`config.mk`:
```
export PLATFORM = sky130hd
export DESIGN_NAME = par8_cmd_ctrl
export DESIGN_NICKNAME = d
export VERILOG_FILES = /design/src/rtl/par8_cmd_ctrl_pkg.sv /design/src/rtl/par8_cmd_ctrl_cmd_timeout.sv /design/src/rtl/par8_cmd_ctrl.sv
export SDC_FILE = /design/constraint.sdc
export NUM_CORES = 1
export LEC_CHECK = 0
export CAP_MARGIN = 0
export CORE_UTILIZATION = 29
export DETAILED_ROUTE_END_ITERATION = 6
export GPL_TIMING_DRIVEN = 0
export PLACE_DENSITY_LB_ADDON = 0.12
export SYNTH_ARGS = -nofsm -noshare
export SYNTH_HDL_FRONTEND = slang
export SYNTH_SLANG_ARGS = --single-unit
export TNS_END_PERCENT = 50
```
`constraint.sdc`:
```
create_clock -name clk -period 3.7 [get_ports clk]
set_input_delay 0.74 -clock clk [delete_from_list [all_inputs] [get_ports clk]]
set_output_delay 0.74 -clock clk [all_outputs]
set_load 0.1 [all_outputs]
```
`src/rtl/par8_cmd_ctrl_pkg.sv`:
```
// Shared definitions for the parallel-bus command sequencer: opcodes,
// response bytes, bus sync bytes and the sequencer state encoding.
package par8_cmd_ctrl_pkg;

  // Command opcodes received from the parallel-bus receiver
  localparam logic [7:0] OP_PING        = 8'h01;
  localparam logic [7:0] OP_WRITE       = 8'h02;
  localparam logic [7:0] OP_READ        = 8'h03;
  localparam logic [7:0] OP_START       = 8'h04;
  localparam logic [7:0] OP_STATUS      = 8'h05;
  localparam logic [7:0] OP_DESYNC      = 8'h06;
  localparam logic [7:0] OP_READ_RESULT = 8'h07;

  // Response bytes sent back through the transmitter
  localparam logic [7:0] ACK_BYTE = 8'hA5;
  localparam logic [7:0] NAK_BYTE = 8'hEE;

  // Sync pattern the bus endpoints use to re-align after a desync
  localparam logic [7:0] SYNC_BYTE_0 = 8'h55;
  localparam logic [7:0] SYNC_BYTE_1 = 8'hAA;

  typedef enum logic [2:0] {
    ST_IDLE     = 3'd0,
    ST_ARG1     = 3'd1,
    ST_ARG2     = 3'd2,
    ST_EXEC     = 3'd3,
    ST_TX_WAIT  = 3'd4,
    ST_TX_PULSE = 3'd5,
    ST_TX_GAP   = 3'd6,
    ST_RES_WAIT = 3'd7
  } state_t;

  // Opcodes that carry at least one argument byte (address)
  function automatic logic needs_args(input logic [7:0] op);
    return (op == OP_WRITE) || (op == OP_READ);
  endfunction

  // Opcodes the sequencer knows how to execute
  function automatic logic is_known_opcode(input logic [7:0] op);
    return (op >= OP_PING) && (op <= OP_READ_RESULT);
  endfunction

endpackage

```
`src/rtl/par8_cmd_ctrl_cmd_timeout.sv`:
```
// Idle-time watchdog: restarts at TIMEOUT_CYCLES on clear, counts down
// while enabled, and flags expiry once the count reaches zero.
module par8_cmd_ctrl_cmd_timeout
  import par8_cmd_ctrl_pkg::*;
#(
  parameter int TIMEOUT_CYCLES = 1000000
) (
  input  logic clk,
  input  logic reset,
  input  logic i_clear,
  input  logic i_en,
  output logic o_expired
);

  localparam int CW = $clog2(TIMEOUT_CYCLES + 1);
  localparam logic [CW-1:0] LOAD_VAL = CW'(TIMEOUT_CYCLES);

  logic [CW-1:0] r_count;

  // Reload on clear, otherwise count idle cycles down to zero and hold there
  always_ff @(posedge clk) begin
    if (reset || i_clear) begin
      r_count <= LOAD_VAL;
    end else if (i_en && (r_count != '0)) begin
      r_count <= r_count - CW'(1);
    end
  end

  assign o_expired = (r_count == '0);

endmodule

```
`src/rtl/par8_cmd_ctrl.sv`:
```
// Command sequencer between the 8-bit parallel-bus endpoints and the MD5
// core. Parses opcode/argument bytes, executes register, core-control,
// status and result-drain commands, and paces response bytes out.
//
// Handshakes: i_rxd_data_ready is a one-cycle strobe qualifying i_rxd_data.
// o_txd_valid is a one-cycle registered strobe issued only in the cycle
// after i_txd_ready was sampled high; o_txd_data holds until the next
// strobe. i_result_valid marks i_result_data as available; the byte is
// latched when i_result_valid is sampled and o_result_ready pops it one
// cycle later as a single-cycle strobe.
module par8_cmd_ctrl
  import par8_cmd_ctrl_pkg::*;
#(
  parameter int NUM_REGS       = 4,
  parameter int RESULT_LEN     = 16,
  parameter int TIMEOUT_CYCLES = 1000000
) (
  input  logic                  clk,
  input  logic                  reset,
  input  logic [7:0]            i_rxd_data,
  input  logic                  i_rxd_data_ready,
  output logic                  o_desync,
  output logic [7:0]            o_txd_data,
  output logic                  o_txd_valid,
  input  logic                  i_txd_ready,
  output logic                  o_core_start,
  input  logic                  i_core_busy,
  input  logic                  i_core_done,
  input  logic [7:0]            i_result_data,
  input  logic                  i_result_valid,
  output logic                  o_result_ready,
  output logic [NUM_REGS*8-1:0] o_cfg_regs,
  output logic [3:0]            o_err_count,
  output logic [2:0]            o_dbg_state
);

  localparam int AW = (NUM_REGS > 1) ? $clog2(NUM_REGS) : 1;
  localparam int RW = $clog2(RESULT_LEN + 1);

  state_t          r_state;
  logic [7:0]      r_opcode;
  logic [AW-1:0]   r_addr;
  logic [7:0]      r_wdata;
  logic [7:0]      r_tx_byte;
  logic [7:0]      r_txd_data;
  logic            r_txd_valid;
  logic            r_core_start;
  logic            r_desync;
  logic            r_result_ready;
  logic [RW-1:0]   r_remaining;
  logic [7:0]      r_cfg [NUM_REGS];
  logic [3:0]      r_err_count;

  logic w_wait;
  logic w_arg_state;
  logic w_tmo_clear;
  logic w_tmo_expired;
  logic w_busy_strobe;
  logic w_bad_op;
  logic w_tmo_err;
  logic w_err_inc;

  // Classify the current state and collect every error source into one increment
  always_comb begin
    w_arg_state   = (r_state == ST_ARG1) || (r_state == ST_ARG2);
    w_wait        = w_arg_state || (r_state == ST_RES_WAIT);
    // Restart the idle timer outside wait states and whenever an argument arrives
    w_tmo_clear   = !w_wait || (w_arg_state && i_rxd_data_ready);
    w_busy_strobe = i_rxd_data_ready &&
                    ((r_state == ST_EXEC) || (r_state == ST_TX_WAIT) ||
                     (r_state == ST_TX_PULSE) || (r_state == ST_TX_GAP) ||
                     (r_state == ST_RES_WAIT));
    w_bad_op      = (r_state == ST_EXEC) && !is_known_opcode(r_opcode);
    w_tmo_err     = w_tmo_expired &&
                    ((w_arg_state && !i_rxd_data_ready) ||
                     ((r_state == ST_RES_WAIT) && !i_result_valid));
    w_err_inc     = w_busy_strobe || w_bad_op || w_tmo_err;
  end

  par8_cmd_ctrl_cmd_timeout #(
    .TIMEOUT_CYCLES (TIMEOUT_CYCLES)
  ) u_timeout (
    .clk       (clk),
    .reset     (reset),
    .i_clear   (w_tmo_clear),
    .i_en      (w_wait),
    .o_expired (w_tmo_expired)
  );

  // Command sequencer FSM with registered pulses, config registers and error counter
  always_ff @(posedge clk) begin
    if (reset) begin
      r_state        <= ST_IDLE;
      r_opcode       <= '0;
      r_addr         <= '0;
      r_wdata        <= '0;
      r_tx_byte      <= '0;
      r_txd_data     <= '0;
      r_txd_valid    <= 1'b0;
      r_core_start   <= 1'b0;
      r_desync       <= 1'b0;
      r_result_ready <= 1'b0;
      r_remaining    <= '0;
      r_err_count    <= '0;
      for (int i = 0; i < NUM_REGS; i++) begin
        r_cfg[i] <= '0;
      end
    end else begin
      r_txd_valid    <= 1'b0;
      r_core_start   <= 1'b0;
      r_desync       <= 1'b0;
      r_result_ready <= 1'b0;

      if (w_err_inc && (r_err_count != 4'hF)) begin
        r_err_count <= r_err_count + 4'd1;
      end

      case (r_state)
        ST_IDLE: begin
          if (i_rxd_data_ready) begin
            r_opcode <= i_rxd_data;
            r_state  <= needs_args(i_rxd_data) ? ST_ARG1 : ST_EXEC;
          end
        end
        ST_ARG1: begin
          if (i_rxd_data_ready) begin
            r_addr  <= i_rxd_data[AW-1:0];
            r_state <= (r_opcode == OP_WRITE) ? ST_ARG2 : ST_EXEC;
          end else if (w_tmo_expired) begin
            r_state <= ST_IDLE;
          end
        end
        ST_ARG2: begin
          if (i_rxd_data_ready) begin
            r_wdata <= i_rxd_data;
            r_state <= ST_EXEC;
          end else if (w_tmo_expired) begin
            r_state <= ST_IDLE;
          end
        end
        ST_EXEC: begin
          r_state   <= ST_TX_WAIT;
          r_tx_byte <= NAK_BYTE;
          case (r_opcode)
            OP_PING: r_tx_byte <= ACK_BYTE;
            OP_WRITE: begin
              r_cfg[r_addr] <= r_wdata;
              r_tx_byte     <= ACK_BYTE;
            end
            OP_READ: r_tx_byte <= r_cfg[r_addr];
            OP_START: begin
              if (!i_core_busy) begin
                r_core_start <= 1'b1;
                r_tx_byte    <= ACK_BYTE;
              end
            end
            OP_STATUS: r_tx_byte <= {i_core_busy, i_core_done, 2'b00, r_err_count};
            OP_DESYNC: begin
              r_desync <= 1'b1;
              r_state  <= ST_IDLE;
            end
            OP_READ_RESULT: begin
              r_remaining <= RW'(RESULT_LEN);
              r_state     <= ST_RES_WAIT;
            end
            default: r_tx_byte <= NAK_BYTE;
          endcase
        end
        ST_TX_WAIT: begin
          if (i_txd_ready) begin
            r_txd_valid <= 1'b1;
            r_txd_data  <= r_tx_byte;
            r_state     <= ST_TX_PULSE;
          end
        end
        ST_TX_PULSE: r_state <= ST_TX_GAP;
        ST_TX_GAP: r_state <= (r_remaining != '0) ? ST_RES_WAIT : ST_IDLE;
        ST_RES_WAIT: begin
          if (i_result_valid) begin
            r_result_ready <= 1'b1;
            r_tx_byte      <= i_result_data;
            r_remaining    <= r_remaining - RW'(1);
            r_state        <= ST_TX_WAIT;
          end else if (w_tmo_expired) begin
            // Abandon the drain: report NAK and drop the remaining bytes
            r_tx_byte   <= NAK_BYTE;
            r_remaining <= '0;
            r_state     <= ST_TX_WAIT;
          end
        end
        default: r_state <= ST_IDLE;
      endcase
    end
  end

  // Flatten the config register file onto the output bus
  always_comb begin
    o_cfg_regs = '0;
    for (int i = 0; i < NUM_REGS; i++) begin
      o_cfg_regs[8*i +: 8] = r_cfg[i];
    end
  end

  assign o_desync       = r_desync;
  assign o_txd_data     = r_txd_data;
  assign o_txd_valid    = r_txd_valid;
  assign o_core_start   = r_core_start;
  assign o_result_ready = r_result_ready;
  assign o_err_count    = r_err_count;
  assign o_dbg_state    = r_state;

endmodule

```
==> flow_summary_export.csv, run 1 <==
group,metric,value,unit
finish,final_core_util,37.8,%
clocking,cts_buffers,9,
timing,setup_viol,0,
clocking,htreeDepth,3,
setup_path,regToRegSetupSlack,0.43,ns
finish,final_nets,642,
setup_path,reg2regPathDepth,7,
clocking,cts.sinks,104,
floorplan,die_h,134,um
floorplan,initial_utilization,30.0,%
finish,syn_to_final_growth,26.0,%
clocking,clk_pin_slew_worst_paths,0.07,ns
detailed_routing,vias,4236,
placement,hpwlAfterDp,11200,um
timing,worst_slew_pin_slew,0.992,ns
global_routing,grt_pass1_wl,23100,um
finish,fillers,1688,
timing,period_needed,3.27,ns
global_routing,grt-ovfl-total,0,
clocking,holdBufCountCts,0,
setup_path,cp.required,3.74,ns
floorplan,io_pins,74,
global_routing,antenna_found_initial,0,
clocking,cts_setup_buffers,0,
yosys,synth_cell_types,64,
outcome,outcome,"finished clean",
clocking,clock_latency,0.36,ns
global_routing,grtUsageTotal,17.0,%
yosys,synth-seq-cells,104,
timing,rsz0062_at_grt,"false",
clocking,cts_resized,0,
power_and_ir_drop,peakVddDrop,276,uV
timing,slew_headroom,33.7,%
detailed_routing,drc,0,
worst_hold_path,holdPathStages,2,
setup_path,critical_path_class,"reg -> reg",
worst_hold_path,worstHoldPathType,"reg -> reg",
detailed_routing,wirelength,14600,um
setup_path,crit_fanout,10,
yosys,synth_edf_count,32,
power_and_ir_drop,leakagePower,0.00209,uW
detailed_routing,wire_per_inst,17.4,um
timing,min_period_over_period,88.5,%
setup_path,reg2reg_from,"o_dbg_state[1]",
yosys,synth_ff_type,"dfxtp_1",
finish,drive_gt1_share,6.94,%
floorplan,row_count,47,
clocking,cts_buffer_depth,2,
timing,clock.fmax,0.306,GHz
finish,multi_input_area,2460,um^2
finish,register_area,2400,um^2
setup_path,crit_path_start_kind,"flip-flop",
yosys,syn_area,5020,um^2
global_routing,grt_max_degree,22,
finish,antenna_cells,0,
timing,finalHoldViolCount,0,
yosys,yosysTopAreaCell,"dfxtp_1",
detailed_routing,ant_nets,0,
timing,finClkSkew,0.0148,ns
floorplan,die_area,17900,um^2
placement,port_buffers,71,
placement,gp_congestion,0.838,
yosys,syn_nets,559,
yosys,synth_seq_area_share,47.8,%
detailed_routing,dr.pass1.iters,5,
detailed_routing,drt_iter0_markers,292,
worst_hold_path,min_from,"r_tx_byte[7]",
yosys,netlist.area_leader.share,28.7,%
yosys,async_reset_ff_share,0,%
timing,finalSetupTns,0,ns
power_and_ir_drop,power_density,458,nW/um^2
setup_path,cp.arrival,3.31,ns
flow_run,maxCapViolCount,0,
yosys,yosysWarnings,0,
power_and_ir_drop,finalPower,2900,uW
clocking,root_buffer,"clkbuf_16",
yosys,postSynthAreaPerCell,9.45,um^2
worst_hold_path,whs_endpoint,"r_tx_byte[7]",
yosys,synth_area_leaders,"dfxtp_1 (29%), edfxtp_1 (19%), and2_1 (4.2%)",
floorplan,die_w,134,um
timing,slew_viol_final,0,
detailed_routing,drt-vias-per-instance,5.04,
setup_path,worst_setup_path_end_kind,"flip-flop",
setup_path,reg2reg_to,"r_cfg[0][2]",
global_routing,grt_pass1_vias,4159,
clocking,cts_tree,"yes",
floorplan,core-area,16800,um^2
yosys,synthCells,532,
[report_power, final]
part / internal [uW] / switching (uW) / leakage [uW]
clock: 486 / 488 / 0.000151
combinational: 216 / 430 / 0.00102
sequential: 1230 / 54.6 / 0.000914
total: 1930 / 972 / 0.00209
[routing by layer]
| layer | track usage [%] | wire, um | vias to the layer above |
|---|---|---|---|
| li1 | - | - | 2115 |
| met1 | 22.6 | 6890 | 2037 |
| met2 | 26.8 | 6950 | 73 |
| met3 | 3.58 | 557 | 11 |
| met4 | 6.82 | 233 | 0 |
| met5 | 0 | 0 | - |
[area by class of cell]
cell class / count / share of cell area [%]
clock inverter: 7 / 1.25
tap: 220 / 4.35
inverter: 11 / 0.652
sequential: 104 / 38.0
timing repair buffer: 72 / 11.3
clock buffer: 9 / 3.56
buffer: 29 / 2.00
multi-input combinational: 388 / 38.9
[kinds of logic after synthesis]
family | count (synthesis) | share of synthesized area [%]
buffers and inverters | 40 | 3.34
xor gates and xnor gates | 14 | 2.44
AOI/OAI and AO/OA | 104 | 13.6
adders and majority gates | 4 | 0.996
muxes | 27 | 5.98
and+or+nand+nor | 239 | 25.8
DFF | 104 | 47.8
[through the flow]
stage	hold slack [ns]	setup WS, ns	instance area (um^2)	std cells
floorplan	0.432	0.490	5020	532
global placement	0.447	0.276	6010	823
detailed placement	0.447	0.281	6030	824
CTS	0.457	0.417	6330	840
global route	0.471	0.102	6330	840
finish	0.454	0.427	6330	840
[cells in the final DEF, fill, tap and decap left out, drive strengths merged, types with 4 or more instances in the layout]
cell type / instances
o22ai: 5
nor3: 17
inv: 16
nor2b: 7
nor3b: 5
clkdlybuf4s50: 71
and2: 35
or3: 10
edfxtp: 32
nor2: 43
ha: 4
or4: 6
nand4b: 5
nor4: 10
mux2: 4
or2: 4
nand3: 11
nor4b: 4
clkbuf: 29
nand2b: 10
xor2: 7
a21oi: 39
nand2: 56
a211oi: 12
nand3b: 5
o41ai: 4
xnor2: 7
a2111oi: 5
buf: 10
mux2i: 21
o21ai: 10
a31oi: 5
dfxtp: 72
[critical path, cell delays in order, from the launching register on]
cell	delay [ns]
dfxtp_1	0.36
buf_2	0.23
nand2_1	0.23
or3_1	0.44
nor4_1	0.36
clkbuf_1	0.39
nor3b_2	0.59
or2_2	0.36
[registers in the layout (all words and copies together), names as in the netlist, named ones only]
register / cells
o_txd_valid: 1
r_wdata: 8
o_txd_data: 8
r_cfg: 32
r_remaining: 5
o_result_ready: 1
r_addr: 2
o_dbg_state: 3
o_core_start: 1
u_timeout.r_count: 20
r_opcode: 8
o_err_count: 4
o_desync: 1
r_tx_byte: 8
[Yosys cell counts, types with 3 or more instances]
| cell type | instances |
|---|---|
| edfxtp_1 | 32 |
| nor3b_1 | 4 |
| nand3_1 | 11 |
| o41ai_1 | 4 |
| nand2b_1 | 10 |
| nand3b_1 | 5 |
| buf_1 | 5 |
| mux2i_1 | 21 |
| clkbuf_1 | 20 |
| nor2b_1 | 7 |
| nor4b_1 | 4 |
| a2111oi_0 | 5 |
| a21oi_1 | 39 |
| xor2_1 | 7 |
| a32o_1 | 3 |
| nor2_1 | 43 |
| nand4_1 | 3 |
| o22ai_1 | 5 |
| nor4_1 | 10 |
| or2_2 | 4 |
| xnor2_1 | 7 |
| nand4b_1 | 5 |
| a211oi_1 | 12 |
| a31oi_1 | 5 |
| nor3_1 | 16 |
| o31ai_1 | 3 |
| or3_1 | 8 |
| ha_1 | 4 |
| and2_1 | 34 |
| dfxtp_1 | 72 |
| mux2_2 | 4 |
| inv_1 | 11 |
| or4_1 | 4 |
| o21ai_0 | 10 |
| nand2_1 | 56 |
[worst max-delay path by stage]
stage / start / endpoint / slack (ns) / depth (start not counted)
after global routing: o_dbg_state[1] / r_cfg[2][5] / 0.10 / 8
after floorplan: o_dbg_state[1] / r_cfg[2][0] / 0.49 / 8
after detailed placement: reset / r_cfg[2][0] / 0.28 / 7
after CTS: o_dbg_state[1] / r_cfg[2][2] / 0.42 / 8
final: o_dbg_state[1] / r_cfg[0][2] / 0.43 / 7
after global placement: reset / r_cfg[2][4] / 0.28 / 7
Note: power is estimated with default switching activity, not from simulation.
==> run 2: changes to the inputs <==
--- a/config.mk
+++ b/config.mk
@@ -6,6 +6,7 @@
 export NUM_CORES = 1
 export LEC_CHECK = 0
 export CAP_MARGIN = 0
+export CORE_ASPECT_RATIO = 1.4
 export CORE_UTILIZATION = 29
 export DETAILED_ROUTE_END_ITERATION = 6
 export GPL_TIMING_DRIVEN = 0
==> flow_summary_export.csv, run 2 (synthesis gave the netlist of run 1 again) <==
group,metric,value,unit
detailed_routing,m1WireLength,6190,um
timing,worst_slew_pin_slew,1.10,ns
timing,finalSetupTns,0,ns
detailed_routing,wirelength,14800,um
setup_path,cp.required,3.74,ns
finish,layout_common_cells,"dfxtp_1 (72), clkdlybuf4s50_1 (71), nand2_1 (56)",
setup_path,crit_fanout,10,
placement,gp_congestion,0.837,
power_and_ir_drop,leakagePower,0.00206,uW
floorplan,die_w,113,um
timing,final.setup.worst_slack,0.414,ns
clocking,cts_buffer_depth,2,
floorplan,die_h,158,um
placement,port_buffers,71,
setup_path,critical_path_class,"reg -> reg",
timing,setup_viol,0,
floorplan,io_pins,74,
global_routing,grt_pass1_wl,23400,um
clocking,clk_pin_slew_worst_paths,0.07,ns
detailed_routing,ant_nets,0,
clocking,holdBufCountCts,0,
clocking,root_buffer,"clkbuf_16",
floorplan,initial_utilization,29.8,%
clocking,cts_setup_buffers,0,
finish,fillers,1728,
timing,slew_headroom,25.9,%
finish,antenna_cells,0,
placement,placed_area,6040,um^2
finish,reg.largest.list,"r_cfg: 32 flops, u_timeout.r_count: 20 flops",
timing,clock.fmax,0.304,GHz
finish,largest_register_ffs,32,
clocking,clock_latency,0.36,ns
setup_path,cp.arrival,3.33,ns
finish,final_nets,642,
finish,syn_to_final_growth,25.8,%
detailed_routing,drt_iter0_markers,206,
timing,hold_slack,0.456,ns
detailed_routing,vias,4294,
outcome,outcome,"finished clean",
detailed_routing,wire_per_inst,17.4,um
global_routing,antenna_found_initial,0,
flow_run,maxCapViolCount,0,
global_routing,grt_pass1_vias,4215,
finish,final_common_cell,"dfxtp_1",
floorplan,core-area,16900,um^2
global_routing,grtUsageTotal,17.3,%
setup_path,crit_path_start_kind,"flip-flop",
setup_path,worst_setup_path_end_kind,"flip-flop",
detailed_routing,drt-vias-per-instance,5.04,
finish,drive_gt1_share,6.94,%
timing,min_period_over_period,88.8,%
clocking,htreeDepth,3,
detailed_routing,drc,0,
worst_hold_path,worstHoldPathType,"reg -> reg",
placement,hpwlAfterDp,11100,um
finish,fin_area,6320,um^2
clocking,cts_buffers,9,
timing,finalHoldViolCount,0,
global_routing,grt_max_degree,19,
detailed_routing,met2_length,7600,um
detailed_routing,dr.pass1.iters,4,
timing,rsz0062_at_grt,"false",
power_and_ir_drop,peakVddDrop,196,uV
detailed_routing,dr_wl_met3,577,um
power_and_ir_drop,power_density,450,nW/um^2
clocking,cts_tree,"yes",
detailed_routing,top_layer,"met4",
floorplan,row_count,56,
global_routing,grt-ovfl-total,0,
floorplan,die_area,17900,um^2
clocking,cts_resized,0,
finish,largest_register,"r_cfg",
timing,finClkSkew,0.0135,ns
placement,dp_slack,0.151,ns
clocking,cts.sinks,104,
timing,period_needed,3.29,ns
timing,slew_viol_final,0,
[run 2: final timing paths]
path	from	endpoint	slack, ns	cells after the start
worst max-delay path	o_dbg_state[1]	r_cfg[0][0]	0.41	7
worst min-delay path	o_txd_data[4]	o_txd_data[4]	0.46	2
worst max register to register	o_dbg_state[1]	r_cfg[0][0]	0.41	7
worst min register to register	o_txd_data[4]	o_txd_data[4]	0.46	2
[run 2: power breakdown]
| part | leakage [uW] | switching, uW | internal, uW | total, uW |
|---|---|---|---|---|
| sequential | 0.000914 | 54.6 | 1230 | 1280 |
| combinational | 0.00102 | 428 | 216 | 643 |
| clock | 0.000126 | 458 | 462 | 919 |
| total | 0.00206 | 940 | 1900 | 2840 |
[run 2: cell type report]
type,count,area [um^2],area share (%)
repair buffers,72,718,11.4
well taps,232,290,4.59
multi-input cells,388,2460,39.0
flip-flops and latches,104,2400,38.0
clock inverters,7,53.8,0.851
inverters,11,41.3,0.653
plain buffers,29,126,2.00
clock buffers,9,225,3.56
[run 2: critical path, cell delays in order, from the launching register on]
cell and delay (ns):
dfxtp_1 0.32, buf_2 0.20, nand2_1 0.23, or3_1 0.43
nor4_1 0.39, clkbuf_1 0.40, nor3b_2 0.61, or2_2 0.38
[run 2: per-stage QoR]
step	std cells	util (%)	total power (uW)
floorplan	532	-	1760
global placement	835	35.7	1940
detailed placement	836	35.8	1950
CTS	852	37.4	2870
global route	852	37.4	2970
finish	852	37.4	2840
[run 2: metal layers]
metal	vias up	global-route usage, %
li1	2109	-
met1	2053	20.1
met2	104	31.1
met3	28	2.49
met4	0	7.96
met5	-	0
